`src/rtl/bk_pkg.sv`:
```
// -----------------------------------------------------------------------------
// bk_pkg
// Shared definitions for the backup-RAM sector controller: default geometry
// constants and the controller state encoding.
// -----------------------------------------------------------------------------
package bk_pkg;

   // Default sectors per save slot (power of two, at least 2)
   localparam int BK_SECTORS_DEF = 64;
   // Default slot-select width
   localparam int BK_SLOT_W_DEF  = 2;
   // Default acknowledge-timeout counter width
   localparam int BK_TMO_W_DEF   = 24;

   typedef enum logic [2:0] {
      ST_IDLE = 3'd0,
      ST_REQ  = 3'd1,
      ST_XFER = 3'd2,
      ST_NEXT = 3'd3,
      ST_FIN  = 3'd4
   } bk_state_t;

endpackage

```
`src/rtl/bk_timeout.sv`:
```
// -----------------------------------------------------------------------------
// bk_timeout
// Clear / enable / expire counter guarding the wait for an HPS acknowledge.
//
// Ports:
//   clk_sys  in  system clock
//   RESET_n  in  asynchronous active-low reset
//   clr      in  restart the count from zero (wins over en)
//   en       in  count this cycle
//   expired  out high in the cycle whose increment brings the count to
//                all-ones, so the owner can abort on that same edge
// -----------------------------------------------------------------------------
module bk_timeout #(
   parameter int TMO_W = 24
) (
   input  logic clk_sys,
   input  logic RESET_n,
   input  logic clr,
   input  logic en,
   output logic expired
);

   // All-ones minus one: the value from which the next increment saturates
   localparam logic [TMO_W-1:0] CNT_LAST = ~TMO_W'(1);

   logic [TMO_W-1:0] cnt;

   always_ff @(posedge clk_sys or negedge RESET_n) begin
      if (!RESET_n) begin
         cnt <= '0;
      end else if (clr) begin
         cnt <= '0;
      end else if (en) begin
         cnt <= cnt + TMO_W'(1);
      end
   end

   assign expired = en & ~clr & (cnt == CNT_LAST);

endmodule

```
`src/rtl/bk_sector_ctrl.sv`:
```
// -----------------------------------------------------------------------------
// bk_sector_ctrl
// Moves one save slot (SECTORS sectors) between the core's state RAM and the
// HPS-mounted save image, one sector request at a time.
//
// Ports:
//   clk_sys   in   system clock
//   RESET_n   in   asynchronous active-low reset
//   bk_ena    in   writable save image mounted; low blocks new requests
//   load_req  in   load-state level, acted on at its rising edge
//   save_req  in   save-state level, acted on at its rising edge
//   slot      in   save slot, sampled when a request is accepted
//   nvram_we  in   state-RAM write strobe (dirty tracking)
//   sd_ack    in   HPS acknowledge, high for the whole sector transfer
//   sd_lba    out  sector address {zero pad, slot, index}
//   sd_rd     out  sector read request
//   sd_wr     out  sector write request
//   busy      out  operation in progress
//   loading   out  load in progress (core held in reset)
//   done      out  one-cycle completion pulse, success or abort
//   err       out  sticky: last operation aborted on timeout
//
// Build option: define BK_DIRTY_EN to track state-RAM writes and skip saves
// when nothing has changed since the last successful load or save.
// -----------------------------------------------------------------------------
module bk_sector_ctrl
   import bk_pkg::*;
#(
   parameter int SECTORS = BK_SECTORS_DEF,
   parameter int SLOT_W  = BK_SLOT_W_DEF,
   parameter int TMO_W   = BK_TMO_W_DEF
) (
   input  logic              clk_sys,
   input  logic              RESET_n,
   input  logic              bk_ena,
   input  logic              load_req,
   input  logic              save_req,
   input  logic [SLOT_W-1:0] slot,
   input  logic              nvram_we,
   input  logic              sd_ack,
   output logic [31:0]       sd_lba,
   output logic              sd_rd,
   output logic              sd_wr,
   output logic              busy,
   output logic              loading,
   output logic              done,
   output logic              err
);

   localparam int IDX_W = $clog2(SECTORS);
   localparam logic [IDX_W-1:0] IDX_LAST = IDX_W'(SECTORS - 1);
   localparam logic [IDX_W-1:0] IDX_ONE  = IDX_W'(1);

   bk_state_t         state;
   logic              load_q;
   logic              save_q;
   logic              ack_q;
   logic              armed;
   logic [SLOT_W-1:0] slot_q;
   logic [IDX_W-1:0]  idx;

   logic load_rise;
   logic save_rise;
   logic ack_rise;
   logic ack_fall;
   logic accept_load;
   logic accept_save;
   logic skip_save;
   logic skip;
   logic tmo_clr;
   logic tmo_en;
   logic tmo_expired;

   // The index sits in the low bits and the slot directly above it; the index
   // never exceeds SECTORS-1, so stepping it can never disturb the slot field.
   function automatic logic [31:0] make_lba(input logic [SLOT_W-1:0] s,
                                            input logic [IDX_W-1:0]  i);
      logic [31:0] r;
      r = '0;
      r[IDX_W +: SLOT_W] = s;
      r[IDX_W-1:0]       = i;
      return r;
   endfunction

   // Edge registers reset to zero would make a level held through reset look
   // like a fresh edge in the first cycle after release; armed masks that
   // cycle so only genuine post-reset edges start an operation.
   always_ff @(posedge clk_sys or negedge RESET_n) begin
      if (!RESET_n) begin
         load_q <= 1'b0;
         save_q <= 1'b0;
         ack_q  <= 1'b0;
         armed  <= 1'b0;
      end else begin
         load_q <= load_req;
         save_q <= save_req;
         ack_q  <= sd_ack;
         armed  <= 1'b1;
      end
   end

   assign load_rise = load_req & ~load_q;
   assign save_rise = save_req & ~save_q;
   assign ack_rise  = sd_ack & ~ack_q;
   assign ack_fall  = ~sd_ack & ack_q;

   // Edges outside IDLE are simply lost; a simultaneous load beats save.
   assign accept_load = (state == ST_IDLE) & bk_ena & armed & load_rise;
   assign accept_save = (state == ST_IDLE) & bk_ena & armed & save_rise & ~load_rise;

`ifdef BK_DIRTY_EN
   logic dirty;

   // A write in the same cycle as FIN keeps the image marked as changed.
   always_ff @(posedge clk_sys or negedge RESET_n) begin
      if (!RESET_n) begin
         dirty <= 1'b0;
      end else if (nvram_we) begin
         dirty <= 1'b1;
      end else if ((state == ST_FIN) && !err) begin
         dirty <= 1'b0;
      end
   end

   assign skip_save = ~dirty;
`else
   logic unused_nvram_we;
   assign unused_nvram_we = nvram_we;
   assign skip_save       = 1'b0;
`endif

   assign skip = accept_save & skip_save;

   // Restart the acknowledge timer whenever REQ or XFER is entered.
   assign tmo_clr = ((accept_load | accept_save) & ~skip)
                  | ((state == ST_REQ) & ack_rise)
                  | (state == ST_NEXT);
   assign tmo_en  = (state == ST_REQ) | (state == ST_XFER);

   bk_timeout #(
      .TMO_W (TMO_W)
   ) u_timeout (
      .clk_sys (clk_sys),
      .RESET_n (RESET_n),
      .clr     (tmo_clr),
      .en      (tmo_en),
      .expired (tmo_expired)
   );

   // Main sequencer. An acknowledge edge takes priority over a timeout that
   // expires in the same cycle, since the transfer did in fact progress.
   always_ff @(posedge clk_sys or negedge RESET_n) begin
      if (!RESET_n) begin
         state   <= ST_IDLE;
         sd_lba  <= '0;
         sd_rd   <= 1'b0;
         sd_wr   <= 1'b0;
         busy    <= 1'b0;
         loading <= 1'b0;
         done    <= 1'b0;
         err     <= 1'b0;
         slot_q  <= '0;
         idx     <= '0;
      end else begin
         done <= 1'b0;
         unique case (state)
            ST_IDLE: begin
               if (accept_load || accept_save) begin
                  slot_q  <= slot;
                  idx     <= '0;
                  err     <= 1'b0;
                  busy    <= 1'b1;
                  loading <= accept_load;
                  if (skip) begin
                     state <= ST_FIN;
                  end else begin
                     sd_lba <= make_lba(slot, '0);
                     sd_rd  <= accept_load;
                     sd_wr  <= ~accept_load;
                     state  <= ST_REQ;
                  end
               end
            end
            ST_REQ: begin
               if (ack_rise) begin
                  sd_rd <= 1'b0;
                  sd_wr <= 1'b0;
                  state <= ST_XFER;
               end else if (tmo_expired) begin
                  sd_rd <= 1'b0;
                  sd_wr <= 1'b0;
                  err   <= 1'b1;
                  state <= ST_FIN;
               end
            end
            ST_XFER: begin
               if (ack_fall) begin
                  state <= (idx == IDX_LAST) ? ST_FIN : ST_NEXT;
               end else if (tmo_expired) begin
                  err   <= 1'b1;
                  state <= ST_FIN;
               end
            end
            ST_NEXT: begin
               idx    <= idx + IDX_ONE;
               sd_lba <= make_lba(slot_q, idx + IDX_ONE);
               sd_rd  <= loading;
               sd_wr  <= ~loading;
               state  <= ST_REQ;
            end
            ST_FIN: begin
               busy    <= 1'b0;
               loading <= 1'b0;
               done    <= 1'b1;
               state   <= ST_IDLE;
            end
            default: begin
               state <= ST_IDLE;
            end
         endcase
      end
   end

endmodule

```
`config.mk`:
```
export PLATFORM = sky130hd
export DESIGN_NAME = bk_sector_ctrl
export DESIGN_NICKNAME = d
export VERILOG_FILES = /design/src/rtl/bk_pkg.sv /design/src/rtl/bk_timeout.sv /design/src/rtl/bk_sector_ctrl.sv
export SDC_FILE = /design/constraint.sdc
export NUM_CORES = 1
export LEC_CHECK = 0
export CAP_MARGIN = 20
export CORE_ASPECT_RATIO = 1.75
export CORE_MARGIN = 4
export CORE_UTILIZATION = 30
export DETAILED_ROUTE_END_ITERATION = 8
export GPL_TIMING_DRIVEN = 0
export HOLD_SLACK_MARGIN = 0.15
export PLACE_DENSITY = 0.49
export SYNTH_ARGS = -nofsm -noshare
export SYNTH_HDL_FRONTEND = slang
export SYNTH_SLANG_ARGS = --single-unit
```
`constraint.sdc`:
```
create_clock -name clk_sys -period 1.9 [get_ports clk_sys]
set_input_delay 0.19 -clock clk_sys [delete_from_list [all_inputs] [get_ports clk_sys]]
set_output_delay 0.19 -clock clk_sys [all_outputs]
set_load 0.02 [all_outputs]
```
-- After elaboration in Yosys (flattened, before gate mapping)
Cells that the tools add are included.
- output and inout port bits: 38
- register bits after elaboration: 77
- input bits: 9
- logic and storage cells: 90
- equality and inequality tests: 10
- muxes and demuxes: 27
- $add $sub $neg: 2
- reductions and logical operators: 12
- bitwise gates (word level): 24
- operator list (cell ; number):
    one-hot mux 32 bit (2 select lines) ; 1
    two-way mux 24 bit ; 2
    two-way mux 32 bit ; 1
    adder 24 x 1 -> 24 bit, second input constant ; 1
    == test 24 bit, second input constant ; 1
    two-way mux 3 bit ; 5
    bitwise AND 1 bit ; 12
    one-hot mux 3 bit (4 select lines) ; 1
    one-hot mux 6 bit (2 select lines) ; 1
    two-way mux 1 bit ; 10
    one-hot mux 1 bit (3 select lines) ; 3
    inverter 1 bit ; 8
    adder 6 x 1 -> 6 bit, second input constant ; 1
    == test 3 x 2 -> 1 bit, second input constant ; 2
    == test 6 bit, second input constant ; 1
    two-way mux 6 bit ; 1
    AND reduction 2 bit ; 3
    nonzero test 2 bit ; 3
    nonzero test 3 bit ; 2
    != test 2 bit, second input constant ; 2
    OR 1 bit ; 4
    one-hot mux 1 bit (2 select lines) ; 2
    AND reduction 4 bit ; 1
    == test 3 x 1 -> 1 bit, second input constant ; 1
    other kinds (6) ; 6

-- Longest topological paths before layout
- depth after elaboration: 14
- gate-level depth with buffers: 7
- gate-level depth less buffers: 7

-- Modules after synthesis
From an unflattened synthesis, not the netlist that was laid out.
- cells, all modules: 266
- area total of the unflattened synthesis: 2588.7 um2
- modules (own cells, without submodules) (module ; sequential area each (um2) ; times used ; area an instance (um2) ; cells an instance):
    bk_sector_ctrl ; 575.6 ; 1 ; 1295.0 ; 131
    bk_timeout ; 600.6 ; 1 ; 1293.7 ; 135

-- Worst setup path before layout
Ideal clock, no wire load.
- path kind: reg-to-reg
- from: register state[1]
- to: register err
- path buffers: 1
- cell stages (with the launch flop): 7
- library setup time: 73 ps
- arrival: 1565 ps
- setup slack: 261 ps
- data required time: 1827 ps
- clock period less this slack: 1639 ps
- path through: dfrtp_1 buf_6 xnor2_4 nor4_4 nand3_2 a2111o_1 a21oi_2
- longest elaborated chain between the ends: 14
- elaborated cells on any way between the ends: 27
- classes of those cells: 6 x eq/ne; 4 x mux; 13 x bitwise; 4 x reduce/logical
- ends and longest elaborated chain (item ; RTL line ; source):
    from (decl) ; bk_sector_ctrl.sv:54 ; bk_state_t state;
    from (signal assigned) ; bk_sector_ctrl.sv:198 ; state <= (idx == IDX_LAST) ? ST_FIN : ST_NEXT;
    zero test 3 bit ; bk_sector_ctrl.sv:108, bk_sector_ctrl.sv:109, bk_sector_ctrl.sv:166 ;
    bitwise AND 1 bit (2 in series) ; bk_sector_ctrl.sv:108, bk_sector_ctrl.sv:109 ;
    bitwise AND 1 bit (2 in series) ; bk_sector_ctrl.sv:109 ; assign accept_save = (state == ST_IDLE) & bk_ena & armed & save_rise & ~load_rise;
    OR 1 bit ; bk_sector_ctrl.sv:135 ; assign tmo_clr = ((accept_load | accept_save) & ~skip)
    OR 1 bit ; bk_sector_ctrl.sv:136 ; | ((state == ST_REQ) & ack_rise)
    OR 1 bit ; bk_sector_ctrl.sv:137 ; | (state == ST_NEXT);
    inverter 1 bit ; bk_timeout.sv:38 ; assign expired = en & ~clr & (cnt == CNT_LAST);
    bitwise AND 1 bit (2 in series) ; bk_timeout.sv:38 ;
    two-way mux 1 bit ; n/a ;
    two-way mux 1 bit, on equally long branches ; n/a ;
    one-hot mux 1 bit (3 select lines) ; bk_sector_ctrl.sv:166 ; unique case (state)
    to (signal assigned) ; bk_sector_ctrl.sv:161 ; err <= 1'b0;
    to (signal assigned) ; bk_sector_ctrl.sv:171 ; err <= 1'b0;
    to (signal assigned) ; bk_sector_ctrl.sv:192 ; err <= 1'b1;
    to (decl) ; bk_sector_ctrl.sv:47 ; output logic err
Parallel ways exist; a longest one is shown, timed or not. The select of a mux whose other input is x is not followed.
A chain may end at the register's enable or synchronous reset.

-- Final worst setup path
Ends and elaborated chain as after synthesis.

==> results.cfg <==
[run_status]
status = finished clean

[drt]
wl_per_cell_um = 12.4
via_per_inst = 4.38
drtIter0Drc = 87
drc = 0
wirelength_um = 5300
first_pass_iters = 4
vias = 1874
postRouteAntennaNets = 0

[synthesis]
synth_flop_cell = dfrtp_1
yosysSeqAreaShare_pct = 46.1
synthArstFlopShare_pct = 100
synth_area_leader_cell = dfrtp_1
yosysUniqueCellTypes = 46
avgSynthCellArea_um2 = 9.90
synth_compound_gate_area_share_pct = 8.53
syn-instance-count = 258
syn-cell-area_um2 = 2550
synthMuxAreaShare_pct = 0.882
synth_top_area_share_pct = 46.1
synth_edf_count = 0
ys_ff_latch = 47
synth.area.top_cells = dfrtp_1 (46%), buf_4 (7.3%), xor2_1 (7.2%)
synth-xor-area-share_pct = 9.31
synthAdderAreaFrac_pct = 1.47
yosysWarningCount = 0
synth_top_family_by_area = simple AND/OR/NAND/NOR gates
yosys.area_share.simple_pct = 24.2

[pwr]
p_sw_share_pct = 35.7
p_comb_share_pct = 37.1
p_int_uw = 2320
p_per_area_nw_per_um2 = 1120
p_sw_uw = 1290
p_leak_uw = 0.00148
p_clk_share_pct = 25.4
seqPwrFrac_pct = 37.5
ir_worst_vdd_v = 0.000589
total_power_uw = 3610

[cts]
clock_sinks = 47
cts_tree = done
clock-root-buffer = clkbuf_16
path_clk_slew_ns = 0.06
worstSkewPairLatency_ns = 0.28
htree_levels = 2
cts-root-to-sink-buffers = 2
cts_buffers = 5

[timing]
fmax_mhz = 566
rsz0062_at_grt = no
holdWs_ns = 0.381
post-route-period-util_pct = 93.0
relSlewSlack_pct = 66.8
maxSlewViolCount = 0
setup_slack_ns = 0.132
period_needed_ns = 1.77
hold_viol_final = 0
tightest_slew_ns = 0.496
clock_skew_ns = 0.00352
setup_viol = 0

[grt]
antenna_found_initial = 0
grt_max_degree = 32
grt_usage_pct = 11.0
grt-ovfl-total = 0
grt_pass1_vias = 1920
grt_first_pass_wirelength_um = 9030

[floorplanning]
placement_rows = 44
io_pins = 47
core_um2 = 8310
initial_utilization_pct = 30.7
die_w_um = 77.7
die_area_um2 = 10100
fp.dieH_um = 130

[min_path]
hold_path_class = in2reg

[setup_path]
critPathCaptureType = flop
path_class = reg2reg
cp_data_arrival_time_ns = 1.98
worstPathMaxFanout = 10
start_kind = flop
crit_required_ns = 2.12

[finish]
drive_gt1_share_pct = 18.5
multiInputGateArea_um2 = 1250
seq_area_um2 = 1180
final_cells = 428
syn_to_final_growth_pct = 25.8
diodes = 0
fillers = 841
layout.nets = 324
fin_util_pct = 38.7

[flow_run]
cap_violations = 0

[place]
gp_congestion = 0.728
port_buffers = 21
place_ws_ns = -0.291
dpl.hpwl_um = 3890
dp_cells = 418
==> routing by layer <==
metal / vias to the layer above / global-route usage [%] / share of wire (%)
li1: 930 / - / -
met2: 42 / 20.5 / 54
met1: 895 / 12.8 / 41
met3: 7 / 1.73 / 3.5
met5: - / 0 / 0
met4: 0 / 3.56 / 1.2
==> final cells by class <==
cell class	instances	area share [%]
multi-input cells	200	38.9
flip-flops and latches	47	36.6
repair buffers	25	7.79
plain buffers	31	7.13
clock buffers	8	4.87
well taps	115	4.48
inverters	2	0.234
==> power by group through the flow <==
stage	clock network (µW)	logic, µW	registers (µW)
after floorplan	0	816	1450
after global placement	0	1320	1370
after detailed placement	0	1330	1360
after CTS	946	1340	1350
after global routing	984	1500	1380
final	920	1340	1350
==> cells by family after synthesis <==
group	count (synthesis)
compound gates	31
other cells	2
simple gates	114
mux	2
fa+ha+maj	3
flops	47
xor+xnor	25
buf+inv	34
==> path summary, 6_finish.rpt <==
check                      slack, ns  depth (start not counted)  startpoint                to
setup / recovery                0.13                          6    state[1]               err
hold / removal                  0.38                          1    save_req            save_q
setup reg to reg                0.13                          6    state[1]               err
hold reg to reg                 0.48                          2   sd_lba[7]         sd_lba[7]
max in group asynchronous       0.99                          3     RESET_n         slot_q[0]
min in group asynchronous       0.39                          2     RESET_n  u_timeout.cnt[1]
==> layout by cell type, fill, tap and decap left out, drive strengths merged <==
master | Yosys | final
o2111ai | 1 | 1
dlygate4sd3 | 0 | 1
and2 | 6 | 6
a222oi | 1 | 1
nand2 | 26 | 26
xnor2 | 4 | 4
xor2 | 21 | 21
a21boi | 1 | 1
nand4 | 6 | 6
nor4 | 2 | 2
o21ai | 12 | 12
a31oi | 1 | 1
buf | 31 | 35
o31ai | 2 | 2
a2bb2oi | 1 | 1
clkbuf | 1 | 8
nand3 | 15 | 15
a22oi | 3 | 3
ha | 3 | 3
a32oi | 1 | 1
and4 | 5 | 5
and3 | 6 | 6
nor2b | 7 | 7
a211oi | 1 | 1
a2111o | 1 | 1
and2b | 2 | 2
a21oi | 3 | 3
nor4b | 2 | 2
inv | 2 | 2
clkdlybuf4s50 | 0 | 20
o2111a | 1 | 1
o21bai | 2 | 2
nor2 | 36 | 36
mux2 | 2 | 2
nand2b | 1 | 1
conb | 2 | 25
dfrtp | 47 | 47
==> timing repair <==
| item | in CTS | in global routing |
|---|---|---|
| resized for setup | 2 | 6 |
| pin swaps | 1 | 3 |
| endpoints found under the hold margin | 16 | 0 |
| hold buffers | 1 | 0 |
| endpoints found under the setup margin | 20 | 30 |
| buffers inserted | 0 | 2 |
==> synth_stat cells (2+ instances only) <==
master,count
conb_1,2
buf_6,2
nor2b_1,7
and2b_1,2
mux2_2,2
nand3_1,14
and4_1,4
and2_2,2
o21ai_0,11
and2_1,4
nand4_1,6
ha_1,3
a21oi_1,2
a22oi_1,3
o21bai_1,2
buf_1,3
and3_1,6
nor4_4,2
dfrtp_1,47
xor2_1,21
o31ai_1,2
buf_4,25
nor2_1,36
xnor2_1,3
inv_1,2
nand2_1,25
==> sequential cells by signal, summed over array words and instances, names as in the netlist <==
name and cells:
ack_q 1, armed 1, busy 1, done 1, err 1, idx 5, load_q 1, loading 1
save_q 1, sd_lba 3, sd_rd 1, sd_wr 1, slot_q 2, state 3, u_timeout.cnt 24
==> worst max-delay path, cell delays in order (launching register included) <==
cell	delay, ns
dfrtp_1	0.37
buf_6	0.15
xnor2_4	0.19
nor4_4	0.26
nand3_2	0.14
a2111o_1	0.45
a21oi_2	0.15
==> through the flow <==
stage,setup TNS (ns),area [µm²]
final,0,3210
after global routing,0,3210
after CTS,0,3180
after detailed placement,-6.65,3010
after global placement,-45.08,2990
after floorplan,0,2640
Power figures use the tool's default switching activity.
